### src/rtl/asi_pkg.sv
// Shared types for the asi_* blocks: arbiter state, arbitration mode and read-return tag.
// The tag index width comes from ASI_RTAG_W and must cover $clog2(NUM_CH) of any user.
`ifndef ASI_RTAG_W
`define ASI_RTAG_W 4
`endif

package asi_pkg;

  typedef enum logic {
    MARB_IDLE  = 1'b0,
    MARB_GRANT = 1'b1
  } TYPE_MARB;

  typedef enum logic {
    ARB_FIXED = 1'b0,
    ARB_RR    = 1'b1
  } TYPE_ARB_MODE;

  typedef struct packed {
    logic                   v;
    logic [`ASI_RTAG_W-1:0] idx;
  } rtag_t;

  // Increment modulo n, used for the round-robin pointer.
  function automatic int unsigned wrap_inc(input int unsigned v, input int unsigned n);
    return (v + 1 >= n) ? 0 : v + 1;
  endfunction

endpackage

### src/rtl/asi_rr_pick.sv
// Combinational masked picker: lowest index (fixed) or first index at/after ptr (round-robin).
module asi_rr_pick
  import asi_pkg::*;
#(
  parameter int unsigned NUM_CH = 4,
  parameter int unsigned CHW    = $clog2(NUM_CH)
) (
  input  logic [NUM_CH-1:0] req,
  input  logic [NUM_CH-1:0] mask,
  input  logic [CHW-1:0]    ptr,
  input  logic              mode,
  output logic [CHW-1:0]    idx,
  output logic              any
);

  logic [NUM_CH-1:0] cand;
  int unsigned       j;

  // Scan from lowest priority to highest so the last hit is the winner.
  always_comb begin
    cand = req & ~mask;
    any  = |cand;
    idx  = '0;
    j    = 0;
    for (int k = int'(NUM_CH) - 1; k >= 0; k--) begin
      j = (mode == ARB_RR) ? (32'(ptr) + 32'(k)) % NUM_CH : 32'(k);
      if (cand[j]) begin
        idx = CHW'(j);
      end
    end
  end

endmodule

### src/rtl/asi_marb.sv
// N-channel user-memory arbiter: burst-long grants, address/data mux, tagged read return.
// Optional idle-grant watchdog enabled by defining ASI_MARB_TIMEOUT_EN.
module asi_marb
  import asi_pkg::*;
#(
  parameter int unsigned NUM_CH     = 4,
  parameter int unsigned AXI_DW     = 128,
  parameter int unsigned AXI_AW     = 40,
  parameter int unsigned AXI_WSTRBW = AXI_DW / 8,
  parameter int unsigned SLV_WS     = 1,
  parameter int unsigned ARB_MODE   = 1,
  parameter int unsigned TIMEOUT    = 256,
  parameter int unsigned CHW        = $clog2(NUM_CH)
) (
  input  logic                         ACLK,
  input  logic                         ARESET,
  input  logic [NUM_CH-1:0]            ch_req,
  input  logic [NUM_CH-1:0]            ch_ce,
  input  logic [NUM_CH-1:0]            ch_we,
  input  logic [NUM_CH-1:0]            ch_last,
  input  logic [NUM_CH*AXI_AW-1:0]     ch_addr,
  input  logic [NUM_CH*AXI_DW-1:0]     ch_wdata,
  input  logic [NUM_CH*AXI_WSTRBW-1:0] ch_wstrb,
  output logic [NUM_CH-1:0]            ch_gnt,
  output logic [NUM_CH-1:0]            ch_rvalid,
  output logic [AXI_DW-1:0]            ch_rdata,
  output logic [AXI_AW-1:0]            usr_a,
  output logic                         usr_ce,
  output logic [AXI_DW-1:0]            usr_d,
  output logic [AXI_WSTRBW-1:0]        usr_we,
  input  logic [AXI_DW-1:0]            usr_q,
  output logic                         err_timeout
);

  localparam int unsigned TAGW = $bits(rtag_t) - 1;
  localparam logic        MODE = (ARB_MODE == 1) ? ARB_RR : ARB_FIXED;

  TYPE_MARB          state_q, state_d;
  logic [CHW-1:0]    cur_q, cur_d, ptr_q, ptr_d, win;
  logic [NUM_CH-1:0] gnt_q, gnt_d, mask;
  logic              win_any, granted, done, timeout;
  rtag_t             push_tag, pipe_out;

  assign granted = (state_q == MARB_GRANT);
  assign usr_ce  = granted & ch_ce[cur_q];
  assign done    = (usr_ce & ch_last[cur_q]) | timeout;
  // The finishing channel is excluded so a handoff never re-grants it in the same cycle.
  assign mask    = granted ? (NUM_CH'(1) << cur_q) : '0;

  asi_rr_pick #(
    .NUM_CH(NUM_CH),
    .CHW   (CHW)
  ) u_pick (
    .req (ch_req),
    .mask(mask),
    .ptr (ptr_q),
    .mode(MODE),
    .idx (win),
    .any (win_any)
  );

  always_comb begin
    state_d = state_q;
    cur_d   = cur_q;
    ptr_d   = ptr_q;
    if ((!granted || done) && win_any) begin
      state_d = MARB_GRANT;
      cur_d   = win;
      ptr_d   = CHW'(wrap_inc(32'(win), NUM_CH));
    end else if (granted && done) begin
      state_d = MARB_IDLE;
    end
    gnt_d = (state_d == MARB_GRANT) ? (NUM_CH'(1) << cur_d) : '0;
  end

  always_ff @(posedge ACLK) begin
    if (ARESET) begin
      state_q <= MARB_IDLE;
      cur_q   <= '0;
      ptr_q   <= '0;
      gnt_q   <= '0;
    end else begin
      state_q <= state_d;
      cur_q   <= cur_d;
      ptr_q   <= ptr_d;
      gnt_q   <= gnt_d;
    end
  end

  assign ch_gnt = gnt_q;
  assign usr_a  = ch_addr[cur_q*AXI_AW +: AXI_AW];
  assign usr_d  = ch_wdata[cur_q*AXI_DW +: AXI_DW];
  assign usr_we = ch_wstrb[cur_q*AXI_WSTRBW +: AXI_WSTRBW] &
                  {AXI_WSTRBW{ch_we[cur_q] & usr_ce}};

  // Beats issued during reset are never tagged, so they cannot surface as rvalid later.
  assign push_tag = '{v: usr_ce & ~ch_we[cur_q] & ~ARESET, idx: TAGW'(cur_q)};

  if (SLV_WS == 0) begin : g_comb
    assign pipe_out = push_tag;
  end else begin : g_pipe
    rtag_t pipe_q [SLV_WS];

    always_ff @(posedge ACLK) begin
      if (ARESET) begin
        for (int i = 0; i < int'(SLV_WS); i++) begin
          pipe_q[i] <= '0;
        end
      end else begin
        pipe_q[0] <= push_tag;
        for (int i = 1; i < int'(SLV_WS); i++) begin
          pipe_q[i] <= pipe_q[i-1];
        end
      end
    end

    assign pipe_out = pipe_q[SLV_WS-1];
  end

  always_comb begin
    ch_rvalid = '0;
    for (int i = 0; i < int'(NUM_CH); i++) begin
      ch_rvalid[i] = pipe_out.v & (pipe_out.idx == TAGW'(i));
    end
  end

  assign ch_rdata = usr_q;

`ifdef ASI_MARB_TIMEOUT_EN
  localparam int unsigned TOW = $clog2(TIMEOUT + 1);

  logic [TOW-1:0] to_cnt_q, to_cnt_d;

  // Fires on the TIMEOUT-th consecutive beatless cycle of a grant.
  assign timeout  = granted & ~usr_ce & (to_cnt_q == TOW'(TIMEOUT - 1));
  assign to_cnt_d = (!granted || usr_ce || timeout) ? '0 : to_cnt_q + TOW'(1);

  always_ff @(posedge ACLK) begin
    if (ARESET) begin
      to_cnt_q <= '0;
    end else begin
      to_cnt_q <= to_cnt_d;
    end
  end

  assign err_timeout = timeout;
`else
  assign timeout     = 1'b0;
  assign err_timeout = 1'b0;
`endif

endmodule

### config.mk
export PLATFORM = sky130hd
export DESIGN_NAME = asi_marb
export DESIGN_NICKNAME = d
export VERILOG_FILES = /design/src/rtl/asi_pkg.sv /design/src/rtl/asi_rr_pick.sv /design/src/rtl/asi_marb.sv
export SDC_FILE = /design/constraint.sdc
export NUM_CORES = 1
export LEC_CHECK = 0
export CORE_AREA = 2 2 465 467
export DETAILED_ROUTE_END_ITERATION = 8
export DIE_AREA = 0 0 467 469
export GPL_TIMING_DRIVEN = 1
export HOLD_SLACK_MARGIN = 0.15
export PLACE_DENSITY = 0.34
export SYNTH_ARGS = -nofsm -noshare
export SYNTH_HDL_FRONTEND = slang
export SYNTH_SLANG_ARGS = --single-unit
### constraint.sdc
create_clock -name ACLK -period 4.1 [get_ports ACLK]
set_input_delay 0.615 -clock ACLK [delete_from_list [all_inputs] [get_ports ACLK]]
set_output_delay 0.615 -clock ACLK [all_outputs]
set_load 0.005 [all_outputs]
# [Word level (Yosys, flattened, before mapping)]
# Memories as Yosys holds them, arrays and structs flattened.
# Index checks and enable logic that the tools add are counted.
[word_totals] register_bits=9 ram_bits=3 inputBits=882 out_inout_bits=322 mem_count=1
[op_classes] addsub=4 n_mul=1 magnitude_cmp=6 n_eq_ne=3 n_shift=5 muxes=28 n_bitwise=15 reduce_logical=8
[mem_list] name="g_pipe.pipe_q" depth=1 width=3 rd=1 rd_ports_with_merged_regs=0 wr=1 line_no="asi_marb.sv:102" text="rtag_t pipe_q [SLV_WS];"
[ops] operator="512-bit by 10-bit indexed part select with 128-bit output" count=1
[ops] operator="160-bit by 9-bit indexed part select with 40-bit output" count=1
[ops] operator="64-bit by 7-bit indexed part select with 16-bit output" count=1
[ops] operator="16-bit bitwise AND" count=1
[ops] operator="2-bit by 3-bit < comparator with 1-bit output (second input constant)" count=5
[ops] operator="1-bit binary-select mux with 2-bit select" count=7
[ops] operator="1-bit 2-to-1 mux" count=13
[ops] operator="2-bit 2-to-1 mux" count=6
[ops] operator="1-bit bitwise AND" count=9
[ops] operator="4-bit by 2-bit equality test with 1-bit output (second input constant)" count=2
[ops] operator="1-bit by 2-bit << shifter with 4-bit output (first input constant)" count=2
[ops] operator="2-bit by 3-bit multiplier with 5-bit output (second input constant)" count=1
[ops] operator="2-bit adder (second input constant)" count=2
[ops] operator="4-bit bitwise AND" count=1
[ops] operator="4-bit by 1-bit equality test with 1-bit output (second input constant)" count=1
[ops] operator="4-bit zero test" count=1
[ops] operator="4-bit 2-to-1 mux" count=1
[ops] operator="4-bit inverter" count=1
[ops] operator="4-bit OR reduction" count=1
[ops] operator="2-bit by 1-bit adder with 3-bit output (second input constant)" count=1
[ops] operator="3-bit greater-or-equal comparator (second input constant)" count=1
[ops] operator="3-bit 2-to-1 mux" count=1
[ops] operator="1-bit inverter" count=3
[ops] operator="3-bit OR reduction" count=1
[ops] operator="5 further kinds" count=6

# [Depth between registers and ports, before layout]
[logic_depth] ltp_word=13 ltp_mapped=9 mapped_depth_nobuf=8

# [By module]
# A second synthesis with hierarchy kept.
[hier_totals] hier_cells=474 hier_area_um2=6321.1
[modules_own_cells] module="asi_marb" instances=1 cells_each=450 area_per_inst_um2=6138.4
[modules_own_cells] module="asi_rr_pick" instances=1 cells_each=24 area_per_inst_um2=182.7

# [Least setup slack after synthesis]
# OpenSTA, ideal clock, no wires.
[synth_timing] kind="input to output" from="in ch_ce[3]" to="out usr_we[10]" arrival_time_ps=1703 required_time_ps=3485 path_slack_ps=1782 stages=5 cell_sequence="mux4_2 -> and2_0 -> clkbuf_1 -> clkbuf_1 -> and3_1"
[synth_via] elab_chain_len=5
[synth_rtl] item="start, declared" line_no="asi_marb.sv:18" text="input logic [NUM_CH-1:0] ch_ce,"
[synth_rtl] item="1-bit binary-select mux with 2-bit select" line_no="asi_marb.sv:45" text="assign usr_ce = granted & ch_ce[cur_q];"
[synth_rtl] item="1-bit 2-to-1 mux (not written as such)" line_no="asi_marb.sv:45"
[synth_rtl] item="1-bit bitwise AND" line_no="asi_marb.sv:45"
[synth_rtl] item="net usr_ce" line_no="asi_marb.sv:28" text="output logic usr_ce,"
[synth_rtl] item="1-bit bitwise AND" line_no="asi_marb.sv:94" text="{AXI_WSTRBW{ch_we[cur_q] & usr_ce}};"
[synth_rtl] item="16-bit bitwise AND" line_no="asi_marb.sv:93" text="assign usr_we = ch_wstrb[cur_q*AXI_WSTRBW +: AXI_WSTRBW] &"
[synth_rtl] item="end, declared" line_no="asi_marb.sv:30" text="output logic [AXI_WSTRBW-1:0] usr_we,"
# The timed path passes the listed nets, and every way through them passes these cells. The select of a mux whose other input is x is not followed.

# [Final worst setup path]
[layout_timing] from="reg cur_q[0]" to="out usr_we[11]"
[layout_via] elab_chain_len=5
[layout_rtl] item="start, declared" line_no="asi_marb.sv:39" text="logic [CHW-1:0] cur_q, cur_d, ptr_q, ptr_d, win;"
[layout_rtl] item="start signal, assigned" line_no="asi_marb.sv:84" text="cur_q <= cur_d;"
[layout_rtl] item="branches (longest 4 deep; another with 64-bit by 7-bit indexed part select with 16-bit output)"
[layout_rtl] item="16-bit bitwise AND (*)" line_no="asi_marb.sv:93"
# Every way passes the cells marked *. The select of a mux whose other input is x is not followed.

==> metrics.log <==
[metrics] time the worst path needs with I/O delays and setup: 3380 ps
[metrics] Final Instance Count excl. Fillers: 4,145
[metrics] power density over cell area: 266 nW/µm²
[metrics] endpoint arrival time on the critical path: 2760 ps
[metrics] full die area: 219,000 µm²
[metrics] fraction of registers with async set/reset: 0
[metrics] die height: 469 µm
[metrics] Post-layout nets: 2,153
[metrics] setup repair after global routing missed its margin: no
[metrics] Max-slew headroom: 0.521
[metrics] commonest non-fill, non-tap cells in the layout: clkdlybuf4s50_1 (899), mux4_2 (187), buf_4 (57)
[metrics] ratio of final minimum period to clock period: 0.824
[metrics] transition at the pin with the smallest max-transition slack: 716 ps
[metrics] global-route wire length before repair: 165,000 µm
[metrics] worst-path cell chain: buf_12 -> buf_12 -> mux4_2 -> and3_1 -> buf_12
[metrics] endpoint kind of the worst setup timing path: output pin
[metrics] maximum number of pins on one net before global-route repair: 66
[metrics] placeable core region: 214,000 µm²
[metrics] clock network power share: 0.041
[metrics] top-level I/O count: 1,204
[metrics] number of global-route vias before repair: 9,667
[metrics] slowest stage cell, crit path: mux4_2
[metrics] post-CTS setup repair buffer count: 0
[metrics] reg-to-reg startpoint: cur_q[0]$_SDFF_PP0_
[metrics] number of flip-flops and latches in the synthesized netlist: 12
[metrics] number of distinct standard cells referenced by the synthesized netlist: 47
[metrics] number of hold-repair buffers added at the cts stage: 0
[metrics] Critical Path Sink: usr_we[11]
[metrics] Register-to-Register Setup Slack: 1470 ps
[metrics] worst setup margin: 721 ps
[metrics] Critical Path Start: cur_q[0]$_SDFF_PP0_
[metrics] total gr overflow: 0
[metrics] WL final: 147,000 µm
[metrics] final sum of negative setup slack: 0 ps
[metrics] number of sinks handled by clock tree synthesis: 12
[metrics] sequential fraction of the synthesis area: 0.0383
[metrics] total routing usage reported by global routing: 0.126
[metrics] FF-to-FF End: ptr_q[1]$_SDFFE_PP0N_
[metrics] buffers plus inverters on the worst setup path: 3
[metrics] cell leakage power: 5.41 nW
[metrics] fraction of power spent switching nets: 0.482
[metrics] initial antenna violation count: 145
[metrics] Final Hold Violating Endpoints: 0
[metrics] library cell appearing most often on the critical path: buf_12
[metrics] worst clock skew on the final layout: 1.22 ps
[metrics] net switching power of the design: 2.38 mW
[metrics] count of TritonRoute iterations in the first routing pass: 5
[metrics] synthesized net count: 1,354
[metrics] worst supply voltage drop on vdd: 150 µV
[metrics] number of instances in the placed design: 4,103
[metrics] clock-pin transition on the worst setup and hold timing paths: 40 ps
[metrics] most common cell after layout, fill and taps aside: clkdlybuf4s50_1
[metrics] internal portion of total power: 2.56 mW
[metrics] total count of max-transition violations in the final report: 0
[metrics] Synthesis Warnings: 0
[metrics] Layout fillers: 24,800
[metrics] layout-stage area growth over the synthesis result: 196%
[metrics] CTS tree: built
[metrics] routed vias/inst: 2.25
[metrics] crit path launch type: flip-flop
[metrics] share of layout cells above drive strength 1: 0.217
[metrics] share of total power in combinational logic: 0.917
[metrics] CTS Buf Count: 3
[metrics] number of cells produced by synthesis: 471
[metrics] horizontal extent of the die: 467 µm
[metrics] critical path start-end classification: reg2out
[metrics] 1st-iter DRT viols: 408
[metrics] share of the core filled with cells: 0.0869
[metrics] row count: 170
[metrics] Root Buffer: clkbuf_16
[metrics] required time at the endpoint of the critical path: 3480 ps
[metrics] worst reg-to-reg path cell count: 8
[metrics] Initial Utilization: 0.0293
[metrics] stages on the worst setup path: 5
[metrics] buffer depth of the longest clock path: 2
[metrics] remaining number of nets flagged by the antenna check after routing: 0
[metrics] routability cong.: 0.827
[metrics] post-cts repair resize count: 0
[metrics] H-tree level count: 1
[metrics] Maximum Capacitance Violations: 0
[metrics] overall power after layout: 4.95 mW
[metrics] post-synthesis cell area: 6270 µm²
[metrics] number of remaining DRC errors: 0
[metrics] largest fanout on the critical path: 18
[metrics] power share of the sequential group: 0.042
[metrics] number of failing setup endpoints in the final timing report: 0
[metrics] synthesized area divided by synthesized cell count: 13.3 µm²
[metrics] DP Worst Slack: 775 ps
[metrics] family with the most delay on the worst path: multiplexers
[metrics] dominant synthesized flop cell: dfxtp_1
[metrics] HPWL Detailed: 140,000 µm
[metrics] Highest Clock Rate: 0.296 GHz
[metrics] path class of the lowest-slack min-delay path: reg2reg
[metrics] count of input and output buffers: 946
[metrics] average detailed-routed wire length per instance: 35.3 µm
[metrics] number of flops mapped to enable cells by yosys: 0
[metrics] insertion delay of the later-clocked pin in the worst-skew pair: 240 ps
[metrics] status: complete, no violations
[metrics] vias: 9,319
[metrics] delay contributed by the slowest stage of the critical path: 790 ps
[worst register-to-register path: stages, from the launching register on]
cell and delay [ps]:
dfxtp_4 660, buf_4 320, inv_1 180, a31o_1 220
a211o_1 250, a221o_1 390, ha_1 300, mux2i_1 130
nor2_1 50
[synthesized netlist by cell type (2+ instances only)]
| cell type | count | share of area |
|---|---|---|
| o21ai_0 | 3 | 0.0024 |
| buf_1 | 8 | 0.0048 |
| and3_1 | 18 | 0.018 |
| inv_1 | 4 | 0.0024 |
| buf_2 | 19 | 0.015 |
| mux2i_1 | 4 | 0.0064 |
| nor3b_1 | 3 | 0.0036 |
| nand2b_1 | 2 | 0.0020 |
| clkbuf_1 | 17 | 0.010 |
| nor3_1 | 4 | 0.0032 |
| buf_6 | 2 | 0.0036 |
| a21oi_1 | 7 | 0.0056 |
| a21boi_1 | 2 | 0.0024 |
| a21o_1 | 2 | 0.0024 |
| nand2_1 | 6 | 0.0036 |
| mux4_2 | 187 | 0.67 |
| o21bai_1 | 2 | 0.0024 |
| dfxtp_1 | 12 | 0.038 |
| nor2_1 | 10 | 0.0060 |
| buf_4 | 132 | 0.16 |
[metal layers]
layer	track usage	vias up	part of all wire	wire length, µm
li1	-	3527	-	-
met1	0.120	4415	0.32	47300
met2	0.216	1031	0.47	68900
met3	0.104	280	0.19	27200
met4	0.0134	66	0.018	2610
met5	0	-	0.0030	434
[how the worst min path moves through the flow]
stage,slack (ps),cells after the start,start,endpoint
after floorplan,550,2,ptr_q[1]$_SDFFE_PP0N_,ptr_q[1]$_SDFFE_PP0N_
after global placement,640,2,ptr_q[1]$_SDFFE_PP0N_,ptr_q[1]$_SDFFE_PP0N_
after detailed placement,640,2,ptr_q[1]$_SDFFE_PP0N_,ptr_q[1]$_SDFFE_PP0N_
after CTS,640,2,ptr_q[1]$_SDFFE_PP0N_,ptr_q[1]$_SDFFE_PP0N_
after global routing,680,2,ptr_q[1]$_SDFFE_PP0N_,ptr_q[1]$_SDFFE_PP0N_
final,630,2,ptr_q[1]$_SDFFE_PP0N_,ptr_q[1]$_SDFFE_PP0N_
[power groups by stage]
stage	sequential, mW	combinational [mW]	clock (mW)
6_report	0.210	4.54	0.202
5_1_grt	0.219	4.93	0.211
4_1_cts	0.213	4.83	0.203
3_5_place_dp	0.215	4.80	0
3_3_place_gp	0.215	4.83	0
2_1_floorplan	0.155	1.52	0
[stage by stage]
| stage | cell area [µm²] | hold WS, ps |
|---|---|---|
| 4_1_cts | 18500 | 644 |
| 3_3_place_gp | 18400 | 639 |
| 2_1_floorplan | 6270 | 548 |
| 6_report | 18600 | 634 |
| 3_5_place_dp | 18400 | 636 |
| 5_1_grt | 18500 | 682 |
[cells by family after synthesis]
group / share of synthesized area
muxes: 0.678
buffers and inverters: 0.195
and+or+nand+nor: 0.0497
AOI/OAI and AO/OA: 0.0363
DFF: 0.0383
adders and majority gates: 0.00200
other: 0.000598
[area by class of cell]
cell class                      count  area [µm²]  share of cell area
Multi-Input combinational cell    276        4810               0.259
Antenna cell                       38        95.1             0.00512
Sequential cell                    12         248              0.0133
Timing Repair Buffer              973        9770               0.526
Tap cell                         2838        3550               0.191
Clock buffer                        4        88.8             0.00478
Inverter                            4        15.0            0.000808
[state kept, by name, summed over array words and instances (netlist names)]
name / count
granted: 1
ch_gnt: 4
g_pipe.pipe_q: 3
cur_q: 2
ptr_q: 2
(Power assumes the default switching activity.)
